--- config.mk ---
export PLATFORM = sky130hd
export DESIGN_NAME = fnd_src_sel
export DESIGN_NICKNAME = d
export VERILOG_FILES = /design/src/rtl/fnd_src_sel.sv
export SDC_FILE = /design/constraint.sdc
export NUM_CORES = 1
export LEC_CHECK = 0
export ABC_AREA = 1
export CORE_ASPECT_RATIO = 1.5
export CORE_MARGIN = 2
export CORE_UTILIZATION = 47
export DETAILED_ROUTE_END_ITERATION = 10
export GPL_TIMING_DRIVEN = 0
export MAX_ROUTING_LAYER = met4
export PLACE_DENSITY_LB_ADDON = 0.1
export SLEW_MARGIN = 5
export SYNTH_ARGS = -nofsm -noshare
export SYNTH_HDL_FRONTEND = slang
export SYNTH_SLANG_ARGS = --single-unit
--- constraint.sdc ---
create_clock -name clk -period 1.5 [get_ports clk]
set_input_delay 0.15 -clock clk [delete_from_list [all_inputs] [get_ports clk]]
set_output_delay 0.15 -clock clk [all_outputs]
set_load 0.03 [all_outputs]
--- src/rtl/fnd_src_sel.sv ---
// fnd_src_sel - display-source selector feeding the FND controller.
//
// Each source channel owns a holding register that captures its data slice
// on its valid strobe. One channel is shown on a registered output. The
// channel comes from a one-hot manual select, or from automatic rotation with
// a programmable dwell. Illegal manual selects are flagged. o_upd pulses
// whenever the displayed word changes, for use as a UART send trigger.
//
// Parameters : N_CH  number of channels (2..8)
//              DW    data width per channel
//              DWELL auto-rotate dwell in clk cycles (>=1)
// Ports      : clk, rst      clock, synchronous active-high reset
//              ch_data       channel i at [i*DW +: DW]
//              ch_valid      per-channel load strobe
//              sel           one-hot manual select
//              auto_en       1 = auto-rotate, 0 = manual
//              hold          freezes the dwell counter in auto mode
//              o_data        displayed word
//              o_ch          displayed channel index
//              o_blank       manual select is all-zero (o_data forced 0)
//              o_err         manual select is multi-hot
//              o_upd         one-cycle pulse when o_data changes

// Per-channel holding register.
module fnd_src_sel_hreg #(
  parameter int DW = 24
) (
  input  logic          clk,
  input  logic          rst,
  input  logic          ld,
  input  logic [DW-1:0] din,
  output logic [DW-1:0] dout
);
  logic [DW-1:0] dout_d, dout_q;

  always_comb begin
    dout_d = dout_q;
    if (ld) dout_d = din;
  end

  always_ff @(posedge clk) begin
    if (rst) dout_q <= '0;
    else     dout_q <= dout_d;
  end

  assign dout = dout_q;
endmodule

module fnd_src_sel #(
  parameter int N_CH  = 3,
  parameter int DW    = 24,
  parameter int DWELL = 100_000_000
) (
  input  logic                    clk,
  input  logic                    rst,
  input  logic [N_CH*DW-1:0]      ch_data,
  input  logic [N_CH-1:0]         ch_valid,
  input  logic [N_CH-1:0]         sel,
  input  logic                    auto_en,
  input  logic                    hold,
  output logic [DW-1:0]           o_data,
  output logic [$clog2(N_CH)-1:0] o_ch,
  output logic                    o_blank,
  output logic                    o_err,
  output logic                    o_upd
);
  localparam int CHW  = $clog2(N_CH);
  localparam int CNTW = (DWELL > 1) ? $clog2(DWELL) : 1;
  localparam logic [CNTW-1:0] CNT_LAST = CNTW'(DWELL - 1);
  localparam logic [CHW-1:0]  CH_LAST  = CHW'(N_CH - 1);

  typedef enum logic {MANUAL, AUTO} state_t;

  logic [N_CH-1:0][DW-1:0] hreg;

  for (genvar g = 0; g < N_CH; g++) begin : g_ch
    fnd_src_sel_hreg #(.DW(DW)) u_hreg (
      .clk  (clk),
      .rst  (rst),
      .ld   (ch_valid[g]),
      .din  (ch_data[g*DW +: DW]),
      .dout (hreg[g])
    );
  end

  state_t          state_d, state_q;
  logic [CHW-1:0]  cur_ch_d, cur_ch_q;
  logic [CNTW-1:0] cnt_d, cnt_q;
  logic            blank_d, blank_q;
  logic            err_d, err_q;
  logic [DW-1:0]   data_d, data_q;
  logic [CHW-1:0]  ch_d, ch_q;
  logic            upd_d, upd_q;

  // Manual select decode
  logic           sel_onehot, sel_zero;
  logic [CHW-1:0] sel_idx;
  // Word currently held for cur_ch; explicit mux keeps indexing in range.
  logic [DW-1:0]  cur_word;
  // Next channel wraps modulo N_CH, not modulo 2^CHW.
  logic [CHW-1:0] next_ch;

  always_comb begin
    sel_zero   = (sel == '0);
    sel_onehot = ($countones(sel) == 1);
    sel_idx    = '0;
    for (int i = 0; i < N_CH; i++)
      if (sel[i]) sel_idx = CHW'(i);
    cur_word = '0;
    for (int i = 0; i < N_CH; i++)
      if (cur_ch_q == CHW'(i)) cur_word = hreg[i];
    next_ch = (cur_ch_q == CH_LAST) ? '0 : cur_ch_q + CHW'(1);
  end

  always_comb begin
    state_d  = state_q;
    cur_ch_d = cur_ch_q;
    cnt_d    = cnt_q;
    blank_d  = blank_q;
    err_d    = err_q;
    case (state_q)
      MANUAL: begin
        if (auto_en) begin
          // Entering auto keeps the current channel; dwell restarts.
          state_d = AUTO;
          cnt_d   = '0;
          blank_d = 1'b0;
          err_d   = 1'b0;
        end else if (sel_onehot) begin
          cur_ch_d = sel_idx;
          blank_d  = 1'b0;
          err_d    = 1'b0;
        end else if (sel_zero) begin
          blank_d = 1'b1;
          err_d   = 1'b0;
        end else begin
          err_d = 1'b1;
        end
      end
      AUTO: begin
        blank_d = 1'b0;
        err_d   = 1'b0;
        if (!auto_en) begin
          // sel only becomes effective on the edge after the fall.
          state_d = MANUAL;
        end else if (!hold) begin
          if (cnt_q == CNT_LAST) begin
            cnt_d    = '0;
            cur_ch_d = next_ch;
          end else begin
            cnt_d = cnt_q + CNTW'(1);
          end
        end
      end
      default: state_d = MANUAL;
    endcase
  end

  // Output stage works from pre-edge register values, so it trails the
  // selection state by one edge.
  always_comb begin
    data_d = blank_q ? '0 : cur_word;
    ch_d   = cur_ch_q;
    upd_d  = (data_d != data_q);
  end

  always_ff @(posedge clk) begin
    if (rst) begin
      state_q  <= MANUAL;
      cur_ch_q <= '0;
      cnt_q    <= '0;
      blank_q  <= 1'b0;
      err_q    <= 1'b0;
      data_q   <= '0;
      ch_q     <= '0;
      upd_q    <= 1'b0;
    end else begin
      state_q  <= state_d;
      cur_ch_q <= cur_ch_d;
      cnt_q    <= cnt_d;
      blank_q  <= blank_d;
      err_q    <= err_d;
      data_q   <= data_d;
      ch_q     <= ch_d;
      upd_q    <= upd_d;
    end
  end

  assign o_data  = data_q;
  assign o_ch    = ch_q;
  assign o_blank = blank_q;
  assign o_err   = err_q;
  assign o_upd   = upd_q;
endmodule

Word level (Yosys, flattened, before mapping)
Index checks and enable logic that the tools add are counted.

$add $sub $neg: 4. Equal/unequal tests: 12. Mux-type cells: 27. Bitwise gates (word level): 1. Reductions and logical operators: 4.

Operator list (number): 27-bit two-way mux (4); 24-bit two-way mux (4); 27-bit one-hot mux with 2 select lines (1); 27-bit by 1-bit adder with 27-bit output, second input constant (1); 27-bit equality test, second input constant (1); 24-bit != test (1); 2-bit two-way mux (7); 2-bit != test, second input constant (5); 1-bit two-way mux (8); 5-bit AND reduction (1); 4-bit != test, second input constant (1); 1-bit one-hot mux with 2 select lines (2); 2-bit one-hot mux with 2 select lines (1); 2-bit by 1-bit adder with 3-bit output (1); 3-bit by 1-bit equality test with 1-bit output, second input constant (1); 3-bit logical NOT (1); 3-bit AND reduction (1); 1-bit by 1-bit adder with 2-bit output (1); 2-bit by 1-bit adder with 2-bit output, second input constant (1); 2-bit by 1-bit equality test with 1-bit output, second input constant (1); 2-bit equality test, second input constant (1); 2-bit logical NOT (1); 2-bit by 1-bit != test with 1-bit output, second input constant (1); 1-bit NOT (1).

Register bits: 131. Input port bits: 82. Word-level logic and storage cells: 59.

Depth between registers and ports, before layout
Gate-level depths: netlist of the first run.

Depth in word-level cells: 6. Depth in mapped cells: 13. Depth with buffers taken out: 12.

Modules after synthesis
From an unflattened synthesis of the first run, not the netlist that was laid out.

Cells, all modules: 1006. Area, all modules: 6454.9 µm².

By module, submodules not included: fnd_src_sel (instances 1, cells an instance 550, area an instance 3500.9 µm², sequential area each 1181.1 µm²); fnd_src_sel_hreg (instances 3, cells an instance 152, area an instance 984.7 µm², sequential area each 480.5 µm²).

Worst setup path after synthesis of the first run
OpenSTA, ideal clock, no wires.

Path type: reg-to-reg. Start point: register cnt_q[0]. End point: register cnt_q[14]. Library setup time: 120 ps. Arrival: 1477 ps. Path slack: -97 ps. Stages on the path, launching flop included: 10. Buffers on the path: 1. Clock period less this slack: 1597 ps. Cells stage by stage: dfxtp_1 > ha_1 > nand3_1 > nor4_2 > nand4_2 > nand2_2 > nand2_4 > nand2_4 > buf_8 > nor3b_2.

Word-level cells in the longest chain between the ends: 5.

Ends and longest elaborated chain: from (decl) (line 88) `logic [CNTW-1:0] cnt_d, cnt_q;`; from (signal assigned) (line 180) `cnt_q <= cnt_d;`; 27-bit by 1-bit adder with 27-bit output / 27-bit equality test (equally long branches) (line 151, 147); 27-bit two-way mux * (line 147) `if (cnt_q == CNT_LAST) begin`; 27-bit two-way mux * (line 146) `end else if (!hold) begin`; 27-bit two-way mux * (line 143) `if (!auto_en) begin`; 27-bit one-hot mux with 2 select lines * (line 121) `case (state_q)`.

Mark *: on every way between the ends. The rest lies on a longest branch, timed or not. The select of a mux whose other input is x is not followed. A chain may end at the register's enable or synchronous reset.

Worst setup path in the final report of the first run
Start point: register cur_ch_q[1], in the netlist ch_d[1]. End point: register upd_q, in the netlist o_upd.

Word-level cells in the longest chain between the ends: 6.

Ends and longest elaborated chain: from (decl) (line 87) `logic [CHW-1:0] cur_ch_d, cur_ch_q;`; from (signal assigned) (line 179) `cur_ch_q <= cur_ch_d;`; 2-bit logical NOT (line 111) `if (cur_ch_q == CHW'(i)) cur_word = hreg[i];`; 24-bit two-way mux (2 in series) (line 111); 24-bit two-way mux * (line 111); 24-bit two-way mux * (line 162) `data_d = blank_q ? '0 : cur_word;`; 24-bit != test * (line 164) `upd_d = (data_d != data_q);`; to (signal assigned) (line 185) `upd_q <= upd_d;`; to (decl) (line 93) `logic upd_d, upd_q;`.

Mark *: on every way between the ends. The rest lies on a longest branch, timed or not.

==> impl_metrics.csv, run 1 <==
group,metric,value,unit
floorplan,die_h,142,µm
clock_network,clock_latency,0.42,ns
job,max_cap_violations,0,
global_route,antenna_found_initial,0,
worst_setup_path,path_max_fanout,5,
sta,fin_skew,0.00634,ns
placed_design,place_area,0.00731,mm²
worst_setup_path,crit_end,"o_upd",
routing,dr.first_iter.drc_count,371,
global_route,grt_max_degree,17,
sta,hold_ws,0.0574,ns
synth,synth_edf_count,0,
floorplan,core,0.0124,mm²
sta,finalHoldViolations,0,
sta,tightest_slew,0.691,ns
worst_setup_path,startpoint_type,"register",
layout,syn_to_final_growth,44.1,%
routing,drt_wl_total,19800,µm
power_and_ir_drop,p_leak,3.67,nW
layout,post-route-cell-area,0.00862,mm²
routing,vias,6316,
outcome,violations,"negative setup slack",
layout,drive_above_1_share,18.5,%
placed_design,portBuffers,109,
routing,postRouteAntennaNets,0,
worst_setup_path,reg2reg_from,"ch_d[1]",
synth,synthTopCellsByArea,"dfxtp_1, nor2_1, nand2_1",
sta,period_needed,1.77,ns
sta,finalSetupViolCount,30,
worst_setup_path,startpoint,"ch_d[1]",
synth,syn_avg_cell_area,6.98,µm²
clock_network,cts_buffer_depth,2,
placed_design,gp_congestion,0.916,
synth,yosysUniqueCellTypes,39,
routing,drc,0,
synth,synth.most_common_cell,"nor2_1",
sta,fmax,564,MHz
synth,synth_commonest_cells,"nor2_1, nand2_1, dfxtp_1, nand3_1, o21ai_0",
synth,synth_nets,941,
synth,post-synth-top-area-cell,"dfxtp_1",
synth,seq_area_frac_synth,43.8,%
layout,n_antenna_cell,0,
global_route,grtUsageTotal,30.3,%
placed_design,hpwlAfterDp,13700,µm
sta,fin_crit_sh,118,%
global_route,grt-ovfl-total,0,
routing,dr.pass1.iters,5,
sta,worst_slack,-0.272,ns
synth,yosysTopAreaCellShare,43.8,%
floorplan,ios,111,
synth,synth-async-reset-ratio,0,%
global_route,grt_pass1_wl,30300,µm
min_path,hp-class,"input pin to register",
synth,synth-main-ff-cell,"dfxtp_1",
power_and_ir_drop,p_per_area,1160,mW/mm²
worst_setup_path,reg2reg_depth,12,
sta,fin_setup_tns,-5.87,ns
clock_network,ctsRootBufferMaster,"clkbuf_16",
layout,fillers,1075,
sta,slew_viol_final,0,
floorplan,dieWidth,96.1,µm
floorplan,dieArea,0.0137,mm²
routing,via_per_inst,5.34,
worst_setup_path,path_class,"register to register",
synth,ys_ff_latch,131,
synth,synthesis.area,0.00598,mm²
clock_network,h-tree-depth,4,
synth,yosysWarnings,0,
synth,netlist_instances,857,
layout,layout.nets,1098,
outcome,run_status,"finished, violations left",
global_route,grt_pass1_vias,6134,
worst_setup_path,ff2ff_setup_slack,-0.27,ns
clock_network,clk_pin_slew,0.06,ns
floorplan,rows,50,
floorplan,initial_core_util,48.1,%
power_and_ir_drop,power,9.99,mW
power_and_ir_drop,peakVddDrop,0.000925,V
clock_network,cts_buffers,17,
worst_setup_path,end_kind,"register",
clock_network,cts_sinks,131,
worst_setup_path,cp.arrival,2.07,ns
sta,relSlewSlack,53.9,%
routing,wl_per_cell,16.8,µm
worst_setup_path,worstPathRequired,1.79,ns
worst_setup_path,worstReg2RegEnd,"o_upd",
clock_network,cts_tree,"done",
sta,grt_setup_unrepaired,"true",
power breakdown:
| group | internal, mW | switching [mW] | total (mW) |
|---|---|---|---|
| combinational | 0.552 | 0.728 | 1.28 |
| sequential | 3.65 | 0.123 | 3.77 |
| clock | 3.34 | 1.59 | 4.93 |
| total | 7.54 | 2.44 | 9.99 |
sequential cells by signal, summed over array words and instances, names as in the netlist, 2 cells and up:
register          count
g_ch.u_hreg.dout     72
o_data               24
ch_d                  2
cnt_q                27
o_ch                  2
worst max-delay path, cell delays in order, from the launching register on:
cell     delay (ns)
dfxtp_4        0.35
buf_6          0.13
buf_6          0.13
nor2_4         0.22
nand2_2        0.11
nand3_4        0.10
nand2_4        0.07
nand2_2        0.06
nand2_1        0.05
nor2_1         0.12
nand2_1        0.10
nor2_4         0.15
a21oi_2        0.06
cell usage in the layout (no fill, tap or decap), types with 7 or more instances in the layout:
| cell | instances |
|---|---|
| nand2_1 | 156 |
| nand3_2 | 12 |
| nor2_1 | 199 |
| bufinv_16 | 7 |
| o21ai_0 | 75 |
| nor3_1 | 8 |
| nor2_4 | 7 |
| buf_6 | 10 |
| xor2_1 | 13 |
| dfxtp_4 | 9 |
| dlygate4sd2_1 | 29 |
| dfxtp_1 | 113 |
| nand3_1 | 76 |
| nand2_2 | 15 |
| dfxtp_2 | 9 |
| nand3b_1 | 8 |
| clkdlybuf4s50_1 | 80 |
| clkbuf_1 | 25 |
| buf_4 | 22 |
| nor2_2 | 22 |
| inv_1 | 38 |
| clkbuf_16 | 17 |
cell type report:
type	instances	area (µm²)	share of cell area [%]
Clock inverter	12	251	2.92
Buffer	41	246	2.86
Timing Repair Buffer	137	1340	15.5
Tap cell	156	195	2.26
Clock buffer	20	447	5.18
Sequential cell	131	2670	30.9
Inverter	46	183	2.12
Multi-Input combinational cell	640	3300	38.2
logic make-up after synthesis:
family / share of synthesized area (%)
adder cells (fa/ha/maj): 0.544
buffers and inverters: 6.44
flip-flops: 43.8
AND/OR/NAND/NOR: 39.3
AO/OA/AOI/OAI: 7.57
XOR/XNOR: 2.34
routing by layer:
metal | wire length (µm) | track usage, % | vias up
li1 | - | - | 3065
met1 | 7190 | 31.0 | 2911
met2 | 10500 | 52.8 | 256
met3 | 1050 | 6.41 | 84
met4 | 1060 | 16.4 | 0
met5 | 0 | - | -
through the flow:
step	setup slack [ns]	utilization (%)	cells
after floorplan	-0.0703	-	857
after global placement	-0.451	58.7	1122
after detailed placement	-0.450	58.7	1122
after CTS	-0.222	68.1	1179
after global routing	-0.386	69.3	1183
final	-0.272	69.3	1183
how the worst min path moves through the flow:
stage / to / cells after the start / start
after global placement: cnt_q[26] / 2 / cnt_q[26]
after detailed placement: cnt_q[26] / 2 / cnt_q[26]
after floorplan: g_ch[0].u_hreg.dout[17] / 2 / ch_data[17]
after global routing: o_upd / 2 / rst
final: o_upd / 2 / rst
after CTS: o_upd / 2 / rst
repair_timing:
| item | CTS | global route |
|---|---|---|
| endpoints found under the setup margin | 59 | 68 |
| buffers inserted | 22 | 6 |
| pin swaps | 24 | 21 |
| endpoints found under the hold margin | 0 | 0 |
| hold buffers | 0 | 0 |
| resized for setup | 101 | 49 |
| cloned | 3 | 0 |
(Power assumes the default switching activity.)
==> run 2: changes to the inputs <==
--- a/config.mk
+++ b/config.mk
@@ -8,8 +8,9 @@
 export ABC_AREA = 1
 export CORE_ASPECT_RATIO = 1.5
 export CORE_MARGIN = 2
-export CORE_UTILIZATION = 47
+export CORE_UTILIZATION = 50
 export DETAILED_ROUTE_END_ITERATION = 10
+export DONT_BUFFER_PORTS = 1
 export GPL_TIMING_DRIVEN = 0
 export MAX_ROUTING_LAYER = met4
 export PLACE_DENSITY_LB_ADDON = 0.1
==> run 2 against run 1 <==
  * The run still ends with negative setup slack left
  * Register-to-register slack worse by 0.03 ns
  * Count of clock-buffer cells in the layout is 2 lower
  * Maximum frequency decreased by 1.7%
  * Largest power group unchanged
  * Core utilization is 3.6 points higher
  * Critical path type unchanged
  * Largest cell class unchanged
  * Clock skew about the same
==> impl_metrics.csv, run 2 (synthesized netlist as in run 1, its figures left out) <==
group,metric,value,unit
layout,final_util,72.9,%
routing,wl_per_cell,17.1,µm
floorplan,dieWidth,93.3,µm
global_route,grt-ovfl-total,0,
floorplan,ios,111,
clock_network,cts_buffer_depth,2,
worst_setup_path,cpLargestDelayFamily,"simple AND/OR/NAND/NOR gates",
routing,via_per_inst,5.43,
routing,dr.pass1.iters,5,
layout,drive_above_1_share,19.3,%
min_path,hp-start,"ch_valid[2]",
layout,layout.nets,1088,
worst_setup_path,cp.arrival,2.10,ns
floorplan,initial_core_util,51.6,%
placed_design,place_ws,-0.476,ns
routing,drt_wl_total,19900,µm
sta,worst_slack,-0.304,ns
global_route,antenna_found_initial,0,
worst_setup_path,cpMostUsedCell,"nand2_1",
layout,largest_register_ffs,72,
worst_setup_path,path_buf_inv,2,
layout,post-route-cell-area,0.00845,mm²
worst_setup_path,end_kind,"register",
sta,slew_viol_final,0,
clock_network,clock_latency,0.42,ns
sta,fmax,554,MHz
layout,layout_commonest_cell,"nor2_1",
layout,n_antenna_cell,0,
floorplan,dieArea,0.0129,mm²
worst_setup_path,slowest_delay,0.36,ns
worst_setup_path,ff2ff_setup_slack,-0.30,ns
routing,vias,6336,
sta,period_needed,1.80,ns
power_and_ir_drop,peakVddDrop,0.00109,V
global_route,grt_pass1_wl,31000,µm
worst_setup_path,worstReg2RegEnd,"o_upd",
clock_network,ctsRootBufferMaster,"clkbuf_16",
layout,syn_to_final_growth,41.2,%
clock_network,h-tree-depth,4,
worst_setup_path,reg2reg_from,"ch_d[1]",
placed_design,place_area,0.00621,mm²
floorplan,rows,48,
outcome,run_status,"finished, violations left",
sta,tightest_slew,0.599,ns
sta,fin_crit_sh,120,%
worst_setup_path,worst-path-stages,12,
global_route,grt_pass1_vias,6243,
clock_network,cts_sinks,131,
routing,drc,0,
worst_setup_path,startpoint_type,"register",
sta,hold_ws,0.00617,ns
global_route,grt_max_degree,17,
power_and_ir_drop,p_per_area,1150,mW/mm²
worst_setup_path,worstPathRequired,1.80,ns
placed_design,hpwlAfterDp,13800,µm
power_and_ir_drop,p_leak,3.62,nW
outcome,violations,"negative setup slack",
placed_design,portBuffers,0,
worst_setup_path,path_max_fanout,5,
clock_network,cts_tree,"done",
worst_setup_path,cpMaxStageDelayCell,"dfxtp_4",
floorplan,die_h,138,µm
placed_design,gp_congestion,0.990,
sta,fin_skew,0.00671,ns
min_path,hold_depth,3,
global_route,grtUsageTotal,32.3,%
routing,dr.first_iter.drc_count,306,
min_path,hp-class,"input pin to register",
floorplan,core,0.0116,mm²
worst_setup_path,cp_cell_sequence,"buf_6 -> buf_8 -> nor2_4 -> nand2_1 -> nand3_2 -> nand2_2 -> nand2_1 -> nand2_1 -> nor2_1 -> nand2_2 -> nor2_4 -> a21oi_2",
clock_network,clk_pin_slew,0.06,ns
worst_setup_path,reg2reg_depth,12,
sta,finalSetupViolCount,27,
job,max_cap_violations,0,
routing,postRouteAntennaNets,0,
layout,final_cell_mix,"nor2_1, nand2_1, dfxtp_1",
worst_setup_path,startpoint,"ch_d[1]",
sta,grt_setup_unrepaired,"true",
sta,relSlewSlack,60.1,%
clock_network,cts_buffers,17,
worst_setup_path,path_class,"register to register",
sta,finalHoldViolations,0,
min_path,holdPathEnd,"g_ch[2].u_hreg.dout[0]",
==> run 2: per-stage QoR <==
step                      power (mW)  setup TNS [ns]  cells
after floorplan                 4.47           -1.20    857
after global placement          4.69          -15.26   1007
after detailed placement        4.71          -17.18   1007
after CTS                       9.64           -2.58   1167
after global routing            10.0           -7.44   1167
final                           9.70           -4.49   1167
==> run 2: final cells by class <==
class | instances | area, µm²
plain buffers | 40 | 260
clock buffers | 18 | 439
clock inverters | 14 | 226
fillers | 892 | 3140
inverters | 46 | 188
multi-input cells | 640 | 3260
flip-flops and latches | 131 | 2660
well taps | 150 | 188
repair buffers | 128 | 1240
==> run 2: what timing repair did <==
| action | CTS | global route |
|---|---|---|
| pin swaps | 38 | 7 |
| setup buffers | 41 | 2 |
| hold buffers | 86 | 0 |
| gates cloned | 2 | 0 |
| hold endpoints to repair | 75 | 0 |
| endpoints found under the setup margin | 30 | 60 |
| gates resized for setup | 93 | 17 |
==> run 2: how the worst max path moves through the flow <==
stage,end
floorplan,cnt_q[14]
global placement,o_upd
detailed placement,o_upd
CTS,o_upd
global route,o_upd
finish,o_upd
==> run 2: metal layers <==
metal | track usage (%) | vias to the layer above | wire, µm
met5 | - | - | 0
met4 | 16.9 | 0 | 946
met3 | 5.11 | 64 | 1230
met2 | 60.0 | 279 | 10700
met1 | 32.1 | 2937 | 6970
li1 | - | 3056 | -
==> run 2: worst reg2reg max path, cell delays in order (launching register included) <==
cell and delay, ns:
dfxtp_4 0.36, buf_6 0.14, buf_8 0.13, nor2_4 0.22
nand2_1 0.11, nand3_2 0.12, nand2_2 0.07, nand2_1 0.06
nand2_1 0.05, nor2_1 0.12, nand2_2 0.08, nor2_4 0.15
a21oi_2 0.08
==> run 2: where the power goes <==
group          leakage (nW)  internal [mW]  switching [mW]
clock network         0.317           3.02            1.67
registers              1.09           3.66           0.222
logic                  2.22          0.509           0.627
